==> src/rtl/alu_pkg.sv <==
// Shared ALU opcodes and arbiter state encoding for the ALU, its arbiter and benches.
package alu_pkg;

  localparam logic [2:0] OP_ADD  = 3'b000;
  localparam logic [2:0] OP_SUB  = 3'b001;
  localparam logic [2:0] OP_NOTA = 3'b010;
  localparam logic [2:0] OP_NOTB = 3'b011;
  localparam logic [2:0] OP_AND  = 3'b100;
  localparam logic [2:0] OP_OR   = 3'b101;
  localparam logic [2:0] OP_XOR  = 3'b110;
  localparam logic [2:0] OP_XNOR = 3'b111;

  typedef enum logic [1:0] {
    ST_IDLE  = 2'd0,
    ST_ISSUE = 2'd1,
    ST_WAIT  = 2'd2,
    ST_RESP  = 2'd3
  } arb_state_t;

endpackage

==> src/rtl/alu_arbiter_rr_arb2.sv <==
// Combinational 2-way round-robin picker: a lone requester wins, a tie goes to
// the requester that did not win last.
module rr_arb2 (
  input  logic [1:0] valid,
  input  logic       last,
  output logic       gnt_id,
  output logic       gnt_any
);

  assign gnt_any = |valid;
  assign gnt_id  = (valid == 2'b11) ? ~last : valid[1];

endmodule

==> src/rtl/alu_arbiter.sv <==
// Round-robin sequencer sharing one 4-bit ALU between two requesters, one op in flight.
// Optional WAIT timeout abort is enabled by defining ALU_TIMEOUT_EN.
module alu_arbiter
  import alu_pkg::*;
#(
  parameter int TIMEOUT_CYCLES = 15,
  parameter int CNT_W          = 8
) (
  input  logic       clk,
  input  logic       reset,
  input  logic [1:0] req_valid,
  input  logic [5:0] req_opcode,
  input  logic [7:0] req_a,
  input  logic [7:0] req_b,
  output logic [1:0] req_ready,
  output logic [1:0] rsp_valid,
  output logic [4:0] rsp_result,
  output logic       rsp_cout,
  output logic       rsp_error,
  output logic       busy,
  output logic       alu_go,
  output logic [2:0] alu_opcode,
  output logic [3:0] alu_a,
  output logic [3:0] alu_b,
  input  logic       alu_ready,
  input  logic       alu_done,
  input  logic [4:0] alu_result,
  input  logic       alu_cout
);

  arb_state_t state, state_next;
  logic       last_grant;
  logic       gnt_id;
  logic       gnt_any;
  logic       done_ok;
  logic       timeout_hit;

  rr_arb2 u_rr (
    .valid   (req_valid),
    .last    (last_grant),
    .gnt_id  (gnt_id),
    .gnt_any (gnt_any)
  );

  // The go cycle is excluded so a stale done from the previous op cannot complete this one.
  assign done_ok = (state == ST_WAIT) && alu_done && !alu_go;
  assign busy    = (state != ST_IDLE);

`ifdef ALU_TIMEOUT_EN
  localparam logic [CNT_W-1:0] TIMER_LAST = CNT_W'(TIMEOUT_CYCLES - 1);
  logic [CNT_W-1:0] timer;

  assign timeout_hit = (state == ST_WAIT) && !done_ok && (timer == TIMER_LAST);

  always_ff @(posedge clk) begin
    if (reset) begin
      timer     <= '0;
      rsp_error <= 1'b0;
    end else begin
      if (state == ST_ISSUE) begin
        timer <= '0;
      end else if (state == ST_WAIT) begin
        timer <= timer + CNT_W'(1);
      end
      if (done_ok) begin
        rsp_error <= 1'b0;
      end else if (timeout_hit) begin
        rsp_error <= 1'b1;
      end
    end
  end
`else
  assign timeout_hit = 1'b0;
  assign rsp_error   = 1'b0;
`endif

  always_ff @(posedge clk) begin
    if (reset) begin
      state <= ST_IDLE;
    end else begin
      state <= state_next;
    end
  end

  always_comb begin
    state_next = state;
    case (state)
      ST_IDLE:  if (gnt_any) state_next = ST_ISSUE;
      ST_ISSUE: if (alu_ready) state_next = ST_WAIT;
      ST_WAIT:  if (done_ok || timeout_hit) state_next = ST_RESP;
      ST_RESP:  state_next = ST_IDLE;
      default:  state_next = ST_IDLE;
    endcase
  end

  always_ff @(posedge clk) begin
    if (reset) begin
      last_grant <= 1'b1;
      req_ready  <= '0;
      rsp_valid  <= '0;
      rsp_result <= '0;
      rsp_cout   <= 1'b0;
      alu_go     <= 1'b0;
      alu_opcode <= '0;
      alu_a      <= '0;
      alu_b      <= '0;
    end else begin
      req_ready <= '0;
      rsp_valid <= '0;
      alu_go    <= 1'b0;
      case (state)
        ST_IDLE: begin
          if (gnt_any) begin
            req_ready  <= gnt_id ? 2'b10 : 2'b01;
            last_grant <= gnt_id;
            alu_opcode <= gnt_id ? req_opcode[5:3] : req_opcode[2:0];
            alu_a      <= gnt_id ? req_a[7:4] : req_a[3:0];
            alu_b      <= gnt_id ? req_b[7:4] : req_b[3:0];
          end
        end
        ST_ISSUE: begin
          if (alu_ready) alu_go <= 1'b1;
        end
        ST_WAIT: begin
          // last_grant still names the owner of the in-flight op.
          if (done_ok) begin
            rsp_valid  <= last_grant ? 2'b10 : 2'b01;
            rsp_result <= alu_result;
            rsp_cout   <= alu_cout;
          end else if (timeout_hit) begin
            rsp_valid  <= last_grant ? 2'b10 : 2'b01;
            rsp_result <= '0;
            rsp_cout   <= 1'b0;
          end
        end
        default: ;
      endcase
    end
  end

endmodule
==> config.mk <==
export PLATFORM = sky130hd
export DESIGN_NAME = alu_arbiter
export DESIGN_NICKNAME = d
export VERILOG_FILES = /design/src/rtl/alu_pkg.sv /design/src/rtl/alu_arbiter_rr_arb2.sv /design/src/rtl/alu_arbiter.sv
export SDC_FILE = /design/constraint.sdc
export NUM_CORES = 1
export LEC_CHECK = 0
export BUFFER_PORTS_ARGS = -buffer_cell sky130_fd_sc_hd__buf_2
export CAP_MARGIN = 10
export CORE_MARGIN = 1.5
export CORE_UTILIZATION = 41
export CTS_CLUSTER_SIZE = 16
export DETAILED_ROUTE_END_ITERATION = 6
export GPL_TIMING_DRIVEN = 0
export PLACE_DENSITY = 0.84
export SYNTH_ARGS = -nofsm -noshare
export SYNTH_HDL_FRONTEND = slang
export SYNTH_HIERARCHICAL = 1
export SYNTH_SLANG_ARGS = --single-unit
==> constraint.sdc <==
create_clock -name clk -period 1.7 [get_ports clk]
set_clock_uncertainty 0.2 [all_clocks]
set_input_delay 0.085 -clock clk [delete_from_list [all_inputs] [get_ports clk]]
set_output_delay 0.085 -clock clk [all_outputs]
set_load 0.01 [all_outputs]
* After elaboration in Yosys (flattened, before gate mapping) *
Index checks and enable logic that the tools add are counted.

word-level totals
  bits in registers = 25
  word-level logic and storage cells = 46

cells by class
  equal/unequal tests = 7
  mux-type cells = 11
  bitwise logic cells = 6
  reductions and logical operators = 12

operators by type and width
  cell                  number
  $mux W2               5
  $mux W4               2
  $pmux W2 S4           1
  $eq A2 B2 Y1 const B  3
  $ne A2 B2 Y1 const B  3
  $not A1 Y1            6
  $reduce_or A3 Y1      2
  $reduce_and A2 Y1     2
  $reduce_or A2 Y1      2
  $mux W3               1
  $reduce_and A3 Y1     1
  $eq A2 B1 Y1 const B  1
  $logic_and A1 B1 Y1   2
  $logic_not A2 Y1      1
  $mux W1               2
  $reduce_bool A2 Y1    1
  $logic_not A1 Y1      1

* Logic depth before layout (Yosys ltp) *
  depth in word-level cells = 5
  mapped depth = 6
  depth with buffers taken out = 5

* Cells and area by module *
Netlist, hierarchy kept.

modules (own cells, without submodules)
  module       instances  cells each  area an instance (sq um)  seq. area each (sq um)
  alu_arbiter  1          91          950.9                     500.5
  rr_arb2      1          2           13.8                      0.0

* Worst setup path before layout *
Ideal clock, no wire load.

  path kind = register to register
  start = register state[0]
  end = register alu_a[0]
  setup time = 123 ps
  arrival time = 1267 ps
  required time = 1377 ps
  setup slack = 110 ps
  cell stages (with the launch flop) = 7
  cell sequence = dfxtp_1 > inv_1 > ha_1 > and4bb_4 > buf_6 > a222oi_1 > inv_1

on the way
  longest elaborated chain between the ends = 2

RTL lines
  what                         RTL line            RTL
  start: declaration           alu_arbiter.sv:31   arb_state_t state, state_next;
  start signal: assignment     alu_arbiter.sv:81   state <= state_next;
  $logic_not A2 Y1             alu_arbiter.sv:111  case (state)
  $reduce_and A2 Y1 (no line)  -
  end signal: assignment       alu_arbiter.sv:117  alu_a <= gnt_id ? req_a[7:4] : req_a[3:0];
  end: declaration             alu_arbiter.sv:23   output logic [3:0] alu_a,

No other way between the ends.
A chain may end at the register's enable or synchronous reset.

* Worst setup path after layout *
  start = register state[0]
  end = register alu_opcode[1]

on the way
  longest elaborated chain between the ends = 2

RTL lines
  what                         RTL line            RTL
  $logic_not A2 Y1             alu_arbiter.sv:111
  $reduce_and A2 Y1 (no line)  -
  end signal: assignment       alu_arbiter.sv:116  alu_opcode <= gnt_id ? req_opcode[5:3] : req_opcode[2:0];
  end: declaration             alu_arbiter.sv:22   output logic [2:0] alu_opcode,

No other way between the ends.

==> flow_summary.json <==
{
  "grt_use_total_pct": 24.80,
  "min-delay-path-class": "input port to register",
  "grt_max_degree": 15,
  "holdPathEnd": "state[1]",
  "leakagePower_nw": 0.9148,
  "clkSinkCount": 25,
  "drt_drc_violations_left": 0,
  "finalCritPeriodShare_pct": 102.0,
  "stdcell_count": 213,
  "worst_slack_ns": -0.03349,
  "clk_pin_slew_ns": 0.14,
  "drt_iter0_markers": 78,
  "cp_num_buf_inv": 3,
  "period_needed_ns": 1.733,
  "grt_pass1_wl_mm": 4.843,
  "hold_viol": 0,
  "cap_violations": 0,
  "rsz0062_at_grt": "true",
  "outcome": "finished, violations left",
  "firstDrtPassIters": 4,
  "grt_pass1_vias": 1094,
  "viasPerCell": 5.197,
  "syn_nets": 130,
  "initial_core_util_pct": 43.61,
  "placed_cell_area_um2": 1280,
  "yosys_most_used_dff": "dfxtp_1",
  "critPathMaxStageDelay_ns": 0.38,
  "critPathMaxFanout": 10,
  "syn_inst": 93,
  "pre_cts_slack_ns": -0.06641,
  "clock_path_buffers": 2,
  "fp-row-count": 17,
  "cp-start-kind": "register",
  "ios": 58,
  "rrSetupSlack_ns": -0.03,
  "r2r-start": "state[0]",
  "final_nets": 223,
  "wl_mm": 3.319,
  "drive_gt1_share_pct": 40.54,
  "critical_path.cell_chain": "inv_2, ha_4, and4bb_4, buf_8, a222oi_1, inv_1",
  "gp_congestion": 0.6462,
  "area_growth_pct": 71.21,
  "cts_tree": "done",
  "yosysSeqAreaShare_pct": 51.88,
  "root_buffer": "clkbuf_4",
  "synth-async-reset-ratio_pct": 0,
  "chipHeight_um": 51.51,
  "worst_hold_slack_ns": 0.03436,
  "synthDistinctLibCells": 23,
  "setup_tns_ns": -0.03968,
  "routedWlPerCell_um": 15.58,
  "vias": 1107,
  "maxSlewViolCount": 0,
  "dieArea_um2": 2653,
  "fin_util_pct": 74.66,
  "min_path_cells": 4,
  "synth-edff-count": 0,
  "synth.largest_area_cell": "dfxtp_1",
  "r2r_cells": 6,
  "setup_viol": 2,
  "cp_data_required_time_ns": 1.72,
  "ys_ff_latch": 25,
  "power_density_nw_per_um2": 1138,
  "dp.cells": 177,
  "place_hpwl_mm": 1.665,
  "cts_buffers": 3,
  "ant_nets": 0,
  "critPathKind": "register to register",
  "antenna_found_initial": 0,
  "avgSynthCellArea_um2": 10.37,
  "synth_warnings": 6,
  "io_buffer_count": 56,
  "slowest_stage": "a222oi_1",
  "syn-cell-area_um2": 964.7,
  "synth_common_cells": "dfxtp_1 (25), inv_1 (16), a222oi_1 (11)",
  "crit_family": "compound AO/OA/AOI/OAI gates",
  "diodes": 0,
  "yosysTopAreaCellShare_pct": 51.88,
  "regToRegEndpoint": "alu_opcode[1]",
  "hold_start": "alu_done",
  "grt-ovfl-total": 0,
  "cp.arrival_ns": 1.75,
  "die_x_um": 51.51,
  "ir_worst_vdd_mv": 0.7533,
  "clock_latency_ns": 0.31,
  "max_freq_mhz": 576.9,
  "violations": "negative setup slack",
  "synth_most_common_cell": "dfxtp_1",
  "final_area_um2": 1652,
  "core_um2": 2212,
  "cts_max_level": 1,
  "endpoint_kind": "register",
  "total_power_mw": 1.879,
  "ys_top_cells_by_area": "dfxtp_1 (52%), a222oi_1 (11%), mux2i_1 (7.3%)"
}
[layout by cell type, fill, tap and decap left out, types with 2 or more instances in the layout]
master / count
mux2i_1: 7
clkbuf_4: 3
buf_2: 58
a222oi_1: 11
dfxtp_1: 23
nor2_1: 7
inv_1: 14
buf_4: 4
ha_1: 2
nor3_1: 3
dlygate4sd3_1: 30
inv_2: 2
nand2b_1: 3
dfxtp_2: 2
[registers in the layout, indices dropped and copies added (netlist names)]
signal	flops
req_ready	2
alu_opcode	3
state	2
alu_go	1
alu_b	4
rsp_cout	1
last_grant	1
rsp_valid	2
rsp_result	5
alu_a	4
[worst min-delay path: cells and delay by family]
family | cells | cell delay (ns)
buffers and inverters | 1 | 0.10
and+or+nand+nor | 1 | 0.07
muxes | 1 | 0.08
AOI/OAI and AO/OA | 1 | 0.18
[what timing repair did]
item | CTS | global route
hold endpoints to repair | 20 | 0
gates resized for setup | 3 | 11
pin swaps | 1 | 3
endpoints found under the setup margin | 9 | 10
cloned | 0 | 1
hold buffers | 30 | 0
setup buffers | 0 | 1
[cell families (layout without fill, tap and decap cells)]
group                      count (synthesis)  in the layout  share of synthesized area, %
DFF                                       25             25                         51.88
muxes                                      7              7                         7.264
and+or+nand+nor                           19             19                         11.42
other                                      1              1                        0.3887
buffers and inverters                     22            114                         10.12
AOI/OAI and AO/OA                         16             16                         15.05
adders and majority gates                  3              3                         3.891
[how the worst max path moves through the flow]
| stage | slack (ns) | start | endpoint | cells past startpoint |
|---|---|---|---|---|
| 6_report | -0.03 | state[0] | alu_opcode[1] | 6 |
| 5_1_grt | -0.12 | state[0] | alu_a[1] | 6 |
| 4_1_cts | 0.002 | state[1] | alu_b[1] | 6 |
| 3_5_place_dp | -0.07 | state[0] | alu_b[1] | 6 |
| 3_3_place_gp | 0.01 | state[0] | alu_opcode[0] | 6 |
| 2_1_floorplan | 0.11 | state[0] | alu_a[0] | 6 |
[report_power, final]
part / internal, mW / leakage, nW / switching, mW
registers: 0.719 / 0.205 / 0.0758
logic: 0.401 / 0.692 / 0.416
clock network: 0.0882 / 0.0177 / 0.179
total: 1.21 / 0.915 / 0.671
[final cells by class]
cell class | count | area (µm²)
Buffer | 6 | 46.29
Sequential cell | 25 | 503.0
Tap cell | 28 | 35.03
Clock inverter | 1 | 5.005
Multi-Input combinational cell | 46 | 386.6
Inverter | 16 | 60.06
Timing Repair Buffer | 88 | 593.1
Clock buffer | 3 | 22.52
Fill cell | 153 | 560.5
[routing by layer]
layer | vias to the layer above | wire, µm | global-route usage (%)
met5 | - | 0 | 0
met4 | 0 | 140 | 13.16
met3 | 16 | 169 | 2.586
met2 | 62 | 1778 | 48.72
met1 | 521 | 1231 | 25.23
li1 | 508 | - | -
Note: power is estimated with default switching activity, not from simulation.
